`src/rtl/bcd_timer_pkg.sv`:
```
// Shared types and BCD constants for the two-digit BCD down timer.
package bcd_timer_pkg;

  typedef enum logic [1:0] {
    IDLE   = 2'd0,
    RUN    = 2'd1,
    PAUSED = 2'd2,
    DONE   = 2'd3
  } state_t;

  localparam logic [3:0] BCD_MAX  = 4'd9;
  localparam logic [3:0] BCD_ZERO = 4'd0;

  function automatic logic is_bcd(input logic [7:0] v);
    return (v[7:4] <= BCD_MAX) && (v[3:0] <= BCD_MAX);
  endfunction

endpackage

```
`src/rtl/bcd_digit_down.sv`:
```
// One BCD digit decrementer: subtracts borrow_in, wrapping 0 -> 9 with borrow_out.
module bcd_digit_down
  import bcd_timer_pkg::*;
(
  input  logic [3:0] digit,
  input  logic       borrow_in,
  output logic [3:0] result,
  output logic       borrow_out
);

  always_comb begin
    result     = digit;
    borrow_out = 1'b0;
    if (borrow_in) begin
      if (digit == BCD_ZERO) begin
        result     = BCD_MAX;
        borrow_out = 1'b1;
      end else begin
        result = digit - 4'd1;
      end
    end
  end

endmodule

```
`src/rtl/bcd_down_timer.sv`:
```
// Two-digit BCD countdown timer with load/start/pause control and a tick prescaler.
// Optional build macro BCD_TIMER_AUTO_RELOAD_EN: restart from the reload value instead of stopping at 00.
module bcd_down_timer
  import bcd_timer_pkg::*;
#(
  parameter int TICK_DIV = 1
) (
  input  logic       clk,
  input  logic       rst,
  input  logic       load,
  input  logic [7:0] preset,
  input  logic       start,
  input  logic       pause,
  output logic [7:0] q,
  output logic       busy,
  output logic       done,
  output logic       err
);

  // state  | meaning
  // IDLE   | holding q, accepts load/start
  // RUN    | prescaler counting, q decrements on each tick
  // PAUSED | q and prescaler frozen while pause is high
  // DONE   | reached 00, holds until load or reset

  localparam logic [7:0] TICK_LAST = 8'(TICK_DIV - 1);

  state_t     state, state_n;
  logic [7:0] q_n, presc, presc_n, q_dec;
  logic       busy_n, done_n, err_n, load_ok;
  logic       units_borrow, tens_borrow;

  bcd_digit_down u_units (
    .digit      (q[3:0]),
    .borrow_in  (1'b1),
    .result     (q_dec[3:0]),
    .borrow_out (units_borrow)
  );

  bcd_digit_down u_tens (
    .digit      (q[7:4]),
    .borrow_in  (units_borrow),
    .result     (q_dec[7:4]),
    .borrow_out (tens_borrow)
  );

`ifdef BCD_TIMER_AUTO_RELOAD_EN
  logic [7:0] reload;

  always_ff @(posedge clk) begin
    if (rst)          reload <= 8'h00;
    else if (load_ok) reload <= preset;
  end
`endif

  always_ff @(posedge clk) begin
    if (rst) begin
      state <= IDLE;
      q     <= 8'h00;
      presc <= 8'h00;
      busy  <= 1'b0;
      done  <= 1'b0;
      err   <= 1'b0;
    end else begin
      state <= state_n;
      q     <= q_n;
      presc <= presc_n;
      busy  <= busy_n;
      done  <= done_n;
      err   <= err_n;
    end
  end

  always_comb begin
    state_n = state;
    q_n     = q;
    presc_n = presc;
    done_n  = 1'b0;
    err_n   = 1'b0;
    load_ok = 1'b0;
    case (state)
      IDLE, DONE: begin
        if (load) begin
          if (is_bcd(preset)) begin
            load_ok = 1'b1;
            q_n     = preset;
            state_n = IDLE;
          end else begin
            err_n = 1'b1;
          end
        end else if (start && (state == IDLE)) begin
          if (q != 8'h00) begin
            state_n = RUN;
            presc_n = 8'h00;
          end else begin
            done_n = 1'b1;
          end
        end
      end
      RUN, PAUSED: begin
        // Leaving PAUSED counts in the same edge, so a pause costs exactly its own length.
        if (pause) begin
          state_n = PAUSED;
        end else begin
          state_n = RUN;
          if (presc == TICK_LAST) begin
            presc_n = 8'h00;
            q_n     = tens_borrow ? q : q_dec;
            if (!tens_borrow && (q_dec == 8'h00)) begin
              done_n = 1'b1;
`ifdef BCD_TIMER_AUTO_RELOAD_EN
              q_n = reload;
`else
              state_n = DONE;
`endif
            end
          end else begin
            presc_n = presc + 8'd1;
          end
        end
      end
      default: state_n = IDLE;
    endcase
    busy_n = (state_n == RUN) || (state_n == PAUSED);
  end

endmodule

```
`config.mk`:
```
export PLATFORM = sky130hd
export DESIGN_NAME = bcd_down_timer
export DESIGN_NICKNAME = d
export VERILOG_FILES = /design/src/rtl/bcd_timer_pkg.sv /design/src/rtl/bcd_digit_down.sv /design/src/rtl/bcd_down_timer.sv
export SDC_FILE = /design/constraint.sdc
export NUM_CORES = 1
export LEC_CHECK = 0
export ABC_CLOCK_PERIOD_IN_PS = 1900
export BUFFER_PORTS_ARGS = -buffer_cell sky130_fd_sc_hd__buf_2
export CORE_MARGIN = 2
export CORE_UTILIZATION = 49
export CTS_CLUSTER_SIZE = 20
export DETAILED_ROUTE_END_ITERATION = 12
export PLACE_DENSITY = 0.85
export SLEW_MARGIN = 20
export SYNTH_ARGS = -nofsm -noshare
export SYNTH_HDL_FRONTEND = slang
export SYNTH_SLANG_ARGS = --single-unit
```
`constraint.sdc`:
```
create_clock -name clk -period 1.9 [get_ports clk]
set_input_delay 0.285 -clock clk [delete_from_list [all_inputs] [get_ports clk]]
set_output_delay 0.285 -clock clk [all_outputs]
set_load 0.02 [all_outputs]
```
==> Word level (Yosys, flattened, before mapping) <==
Cells that the tools add are included.
{ "word_totals": {"regBits": 21, "inputBits": 13, "output_inout_bits": 11, "elab_cells": 76} }
{ "op_classes": {"add_sub_neg": 3, "magnitude_cmp": 2, "eq_ne": 13, "n_mux": 34, "n_bitwise": 2, "n_reduce_logical": 16} }
{ "ops": {"columns": ["operator", "count"], "rows": [
  ["8-bit two-way mux", 10],
  ["8-bit case mux with 2 select lines", 2],
  ["8-bit logical NOT", 2],
  ["2-bit != test, second input constant", 8],
  ["2-bit two-way mux", 7],
  ["4-bit two-way mux", 3],
  ["1-bit two-way mux", 10],
  ["8-bit by 1-bit adder with 8-bit output, second input constant", 1],
  ["4-bit less-or-equal comparator, second input constant", 2],
  ["4-bit logical NOT", 2],
  ["8-bit nonzero test", 1],
  ["4-bit by 1-bit subtractor with 4-bit output, second input constant", 2],
  ["2-bit == test, second input constant", 3],
  ["5-bit AND reduction", 1],
  ["2-bit by 1-bit == test with 1-bit output, second input constant", 2],
  ["2-bit case mux with 2 select lines", 1],
  ["4-bit AND reduction", 1],
  ["2-bit OR reduction", 2],
  ["1-bit logical AND", 3],
  ["3-bit OR reduction", 1],
  ["2-bit logical NOT", 1],
  ["1-bit inverter", 2],
  ["1-bit case mux with 2 select lines", 1],
  ["1-bit logical NOT", 1],
  ["1-bit logical OR", 1]
]} }

==> Depth between registers and ports, before layout <==
{ "logic_depth": {"word_depth": 11, "depth_mapped": 8, "depth_no_buf": 7} }

==> By module <==
Synthesis repeated with hierarchy kept, for this count alone.
{ "hier_totals": {"hier_cells": 150, "hier_area_um2": 1301.2} }
{ "by_module_without_submodules": {"columns": ["module", "instances", "cells_per_inst", "area_each_um2", "seq_area_each_um2"], "rows": [
  ["bcd_down_timer", 1, 128, 1143.6, 420.4],
  ["bcd_digit_down", 2, 11, 78.8, 0.0]
]} }

==> Worst setup path before layout <==
Ideal clock, no wire load.
{ "synth_path": {"kind": "register to register", "startpoint": "register q[0]", "endpoint": "register busy", "setup_time_ns": 0.121, "t_arrival_ns": 1.655, "required_ns": 1.779, "slack_ns": 0.123, "path_stages_with_launch": 6, "path_buffers": 0, "period_less_slack_ns": 1.777, "cell_sequence": "dfxtp_1 -> nor4_4 -> a211oi_2 -> nor4b_2 -> a211oi_1 -> mux2_4"} }
{ "synth_between": {"elab_chain_len": 11, "elab_cells_between_ends": 20, "cone_classes": "1 x add/sub; 2 x eq/ne; 11 x mux; 6 x reduce/logical"} }
{ "synth_lines": {"columns": ["element", "line_no", "rtl"], "rows": [
  ["start: declaration", "bcd_down_timer.sv:14", "output logic [7:0] q,"],
  ["start signal: assignment", "bcd_down_timer.sv:66", "q <= q_n;"],
  ["branches (longest 8 deep; another with 4-bit by 1-bit subtractor with 4-bit output)", null, null],
  ["2-bit case mux with 2 select lines (*)", "bcd_down_timer.sv:81", "case (state)"],
  ["2-bit by 1-bit == test with 1-bit output or 2-bit == test (tied branches)", "bcd_down_timer.sv:124", "busy_n = (state_n == RUN) || (state_n == PAUSED);"],
  ["1-bit logical OR (*)", "bcd_down_timer.sv:124", null],
  ["end signal: assignment", "bcd_down_timer.sv:68", "busy <= busy_n;"],
  ["end: declaration", "bcd_down_timer.sv:15", "output logic busy,"]
]} }
Mark *: on every way between the ends.
A chain may end at the register's enable or synchronous reset.

==> Worst setup path after layout <==
{ "layout_path": {"startpoint": "register presc[0]", "endpoint": "register busy"} }
{ "layout_between": {"elab_chain_len": 6, "elab_cells_between_ends": 7, "cone_classes": "2 x eq/ne; 3 x mux; 2 x reduce/logical"} }
{ "layout_lines": {"columns": ["element", "line_no", "rtl"], "rows": [
  ["start: declaration", "bcd_down_timer.sv:29", "logic [7:0] q_n, presc, presc_n, q_dec;"],
  ["start signal: assignment", "bcd_down_timer.sv:67", "presc <= presc_n;"],
  ["8-bit logical NOT (*)", "bcd_down_timer.sv:106", "if (presc == TICK_LAST) begin"],
  ["2-bit two-way mux (*)", "bcd_down_timer.sv:106", null],
  ["2-bit two-way mux (*)", "bcd_down_timer.sv:102", "if (pause) begin"],
  ["2-bit case mux with 2 select lines (*)", "bcd_down_timer.sv:81", null],
  ["2-bit by 1-bit == test with 1-bit output or 2-bit == test (tied branches)", "bcd_down_timer.sv:124", null],
  ["1-bit logical OR (*)", "bcd_down_timer.sv:124", null]
]} }
Mark *: on every way between the ends. The rest lies on a longest branch, timed or not.

==> flow_metrics.env <==
export IMPL_start_util_pct=51.36
export IMPL_cts_buffers_inserted=3
export IMPL_cap_violations=0
export IMPL_grt_pass1_vias=1126
export IMPL_cts_root_buffer="clkbuf_4"
export IMPL_dr_pass1_iters=4
export IMPL_die_area_mm2=0.003021
export IMPL_antenna_cells=0
export IMPL_ant_nets=0
export IMPL_pin_count=24
export IMPL_ctsHtreeMaxLevel=1
export IMPL_async_flop_share_pct=0
export IMPL_io_buffers=23
export IMPL_start_kind="flip-flop"
export IMPL_wl_per_cell_um=13.66
export IMPL_synth_seq_cells=21
export IMPL_cp_cell_sequence="inv_1 -> ha_1 -> nor4b_4 -> nand2_2 -> nor3_1 -> a211oi_1 -> mux2_4"
export IMPL_cp_startpoint="presc[0]$_SDFFE_PP0P_"
export IMPL_tightest_slew_ns=0.5084
export IMPL_clockBufferDepth=2
export IMPL_reg2reg_slack_ns=0.06
export IMPL_drtIter0Drc=25
export IMPL_synthFlopType="dfxtp_1"
export IMPL_grtUsageMet3_pct=2.419
export IMPL_fin_crit_ns=1.845
export IMPL_worstReg2RegStart="presc[0]$_SDFFE_PP0P_"
export IMPL_hold_viol_final=0
export IMPL_track_usage_pct=21.69
export IMPL_crit_fanout=4
export IMPL_area_growth_pct=17.21
export IMPL_cp_data_arrival_time_ns=2.05
export IMPL_drive_gt1_share_pct=25.14
export IMPL_r2r_end="busy$_SDFF_PP0_"
export IMPL_finalClockSkew_ns=0.001498
export IMPL_yosysUniqueCellTypes=41
export IMPL_setup_tns_ns=0
export IMPL_cts_tree="built"
export IMPL_die_w_um=54.96
export IMPL_syn_inst=154
export IMPL_endpoint_kind="flip-flop"
export IMPL_whs_ns=0.2434
export IMPL_drv_slew=0
export IMPL_via_per_inst=5.911
export IMPL_final_common_cell="buf_2"
export IMPL_ys_seq_area_share_pct=33.04
export IMPL_route_detailed_drc=0
export IMPL_synth_area_top_cells="dfxtp_1 33%, a21oi_1 5.1%, o21ai_0 4.7%, nand2_1 4.7%, nor2_1 4.4%"
export IMPL_grt_max_degree=25
export IMPL_endpoint="busy$_SDFF_PP0_"
export IMPL_final_cell_mix="23 x buf_2, 21 x dfxtp_1, 15 x nand2_1"
export IMPL_grt_overflow=0
export IMPL_yosys_warnings=0
export IMPL_core_area_mm2=0.002477
export IMPL_clk_latency_ns=0.30
export IMPL_grt_antenna_before_repair=0
export IMPL_syn_area_mm2=0.001272
export IMPL_grtUsageMet2_pct=35.12
export IMPL_worstHoldPathType="in -> reg"
export IMPL_clk_pin_slew_ns=0.12
export IMPL_status="finished clean"
export IMPL_synth_top_area_share_pct=33.04
export IMPL_worst_r2r_path_depth=7
export IMPL_crit_required_ns=2.11
export IMPL_postSynthAreaPerCell_um2=8.263
export IMPL_drt_wl_total_um=2909
export IMPL_p_leak_nw=0.6133
export IMPL_busiest_layer="met2"
export IMPL_synth_nets=170
export IMPL_rows=18
export IMPL_gp_congestion=0.8358
export IMPL_dieHeight_um=54.96
export IMPL_fmaxAchievable_mhz=542.0
export IMPL_p_per_area_mw_per_mm2=1515
export IMPL_finalSetupViolCount=0
export IMPL_synth_edf_count=0
export IMPL_hpwlAfterDp_um=2111
export IMPL_fin_crit_sh_pct=97.10
export IMPL_nets=200
export IMPL_cp_slowest_stage_delay_ns=0.35
export IMPL_rsz0062_at_grt="true"
export IMPL_fillCellCount=239
export IMPL_num_vias=1259
export IMPL_crit_type="reg -> reg"
export IMPL_crit_slowest_cell="dfxtp_1"
export IMPL_cts_sinks=21
export IMPL_grt_pass1_wl_um=4788
export IMPL_ir_worst_vdd_v=0.001083
export IMPL_synth_top_cell_by_area="dfxtp_1"
export IMPL_met1_usage_pct=30.08
export IMPL_relSlewSlack_pct=66.11
-- routing by layer --
metal | up-vias | wire length, um
met5 | - | 0
met4 | 0 | 16
met3 | 2 | 138
met2 | 37 | 1368
met1 | 593 | 1385
li1 | 627 | -
-- through the flow --
stage	instances	setup WS (ns)	cell area, um^2	total power [mW]	util [%]
floorplan	154	0.1233	1272	1.615	-
global placement	208	0.1180	1444	1.936	58.28
detailed placement	208	0.05727	1444	1.983	58.28
CTS	212	0.03923	1471	2.205	59.39
global route	213	-0.06177	1491	2.443	60.20
finish	213	0.05514	1491	2.259	60.20
-- worst max-delay path: cells and delay by family (launching register included) --
family | cells | cell delay [ns]
simple gates | 3 | 0.72
mux | 1 | 0.31
fa+ha+maj | 1 | 0.15
compound gates | 1 | 0.13
flops | 1 | 0.35
buf+inv | 1 | 0.10
-- power breakdown --
group | internal (mW) | switching (mW) | leakage (nW)
clock network | 0.0784 | 0.141 | 0.0177
registers | 0.537 | 0.131 | 0.171
logic | 0.577 | 0.795 | 0.425
-- cell families (layout without fill, tap and decap cells) --
kind of cell,Yosys count,in the layout,share of synthesized area [%]
and+or+nand+nor,66,66,31.27
muxes,3,3,2.753
DFF,21,21,33.04
AOI/OAI and AO/OA,49,49,25.86
adders and majority gates,3,3,2.950
buffers and inverters,12,41,4.130
-- synth_stat cells, types with 3 or more instances --
| cell type | number |
|---|---|
| a211oi_1 | 4 |
| a21oi_1 | 13 |
| a31oi_1 | 3 |
| and3_1 | 4 |
| clkbuf_1 | 4 |
| dfxtp_1 | 21 |
| ha_1 | 3 |
| inv_1 | 7 |
| nand2_1 | 16 |
| nand2b_1 | 3 |
| nand3_1 | 4 |
| nand3b_1 | 6 |
| nor2_1 | 15 |
| nor2b_1 | 6 |
| nor3_1 | 3 |
| o21ai_0 | 12 |
-- worst min-delay path by stage --
stage	end	start	slack, ns	depth (start not counted)
5_1_grt	q[7]$_SDFFE_PP0P_	preset[7]	0.25	3
2_1_floorplan	state[0]$_SDFF_PP0_	rst	0.37	1
4_1_cts	q[7]$_SDFFE_PP0P_	preset[7]	0.23	3
3_3_place_gp	presc[1]$_SDFFE_PP0P_	presc[1]$_SDFFE_PP0P_	0.48	2
6_report	q[7]$_SDFFE_PP0P_	preset[7]	0.24	3
3_5_place_dp	presc[1]$_SDFFE_PP0P_	presc[1]$_SDFFE_PP0P_	0.49	2
-- timing repair --
item | CTS | global route
hold endpoints to repair | 0 | 0
resized for setup | 0 | 3
endpoints found under the setup margin | 0 | 12
setup buffers | 0 | 1
hold buffers | 0 | 0
-- registers in the layout, summed over array words and instances, names as in the netlist --
signal and count:
done 1, busy 1, state 2, presc 8, err 1, q 8
-- layout make-up --
class	instances	area (um^2)	share of cell area [%]
Clock buffer	3	22.52	1.510
Sequential cell	21	420.4	28.19
Tap cell	30	37.54	2.517
Timing Repair Buffer	30	167.7	11.24
Clock inverter	1	5.005	0.3356
Inverter	7	26.28	1.762
Multi-Input combinational cell	121	812.0	54.45
(Power assumes the default switching activity.)
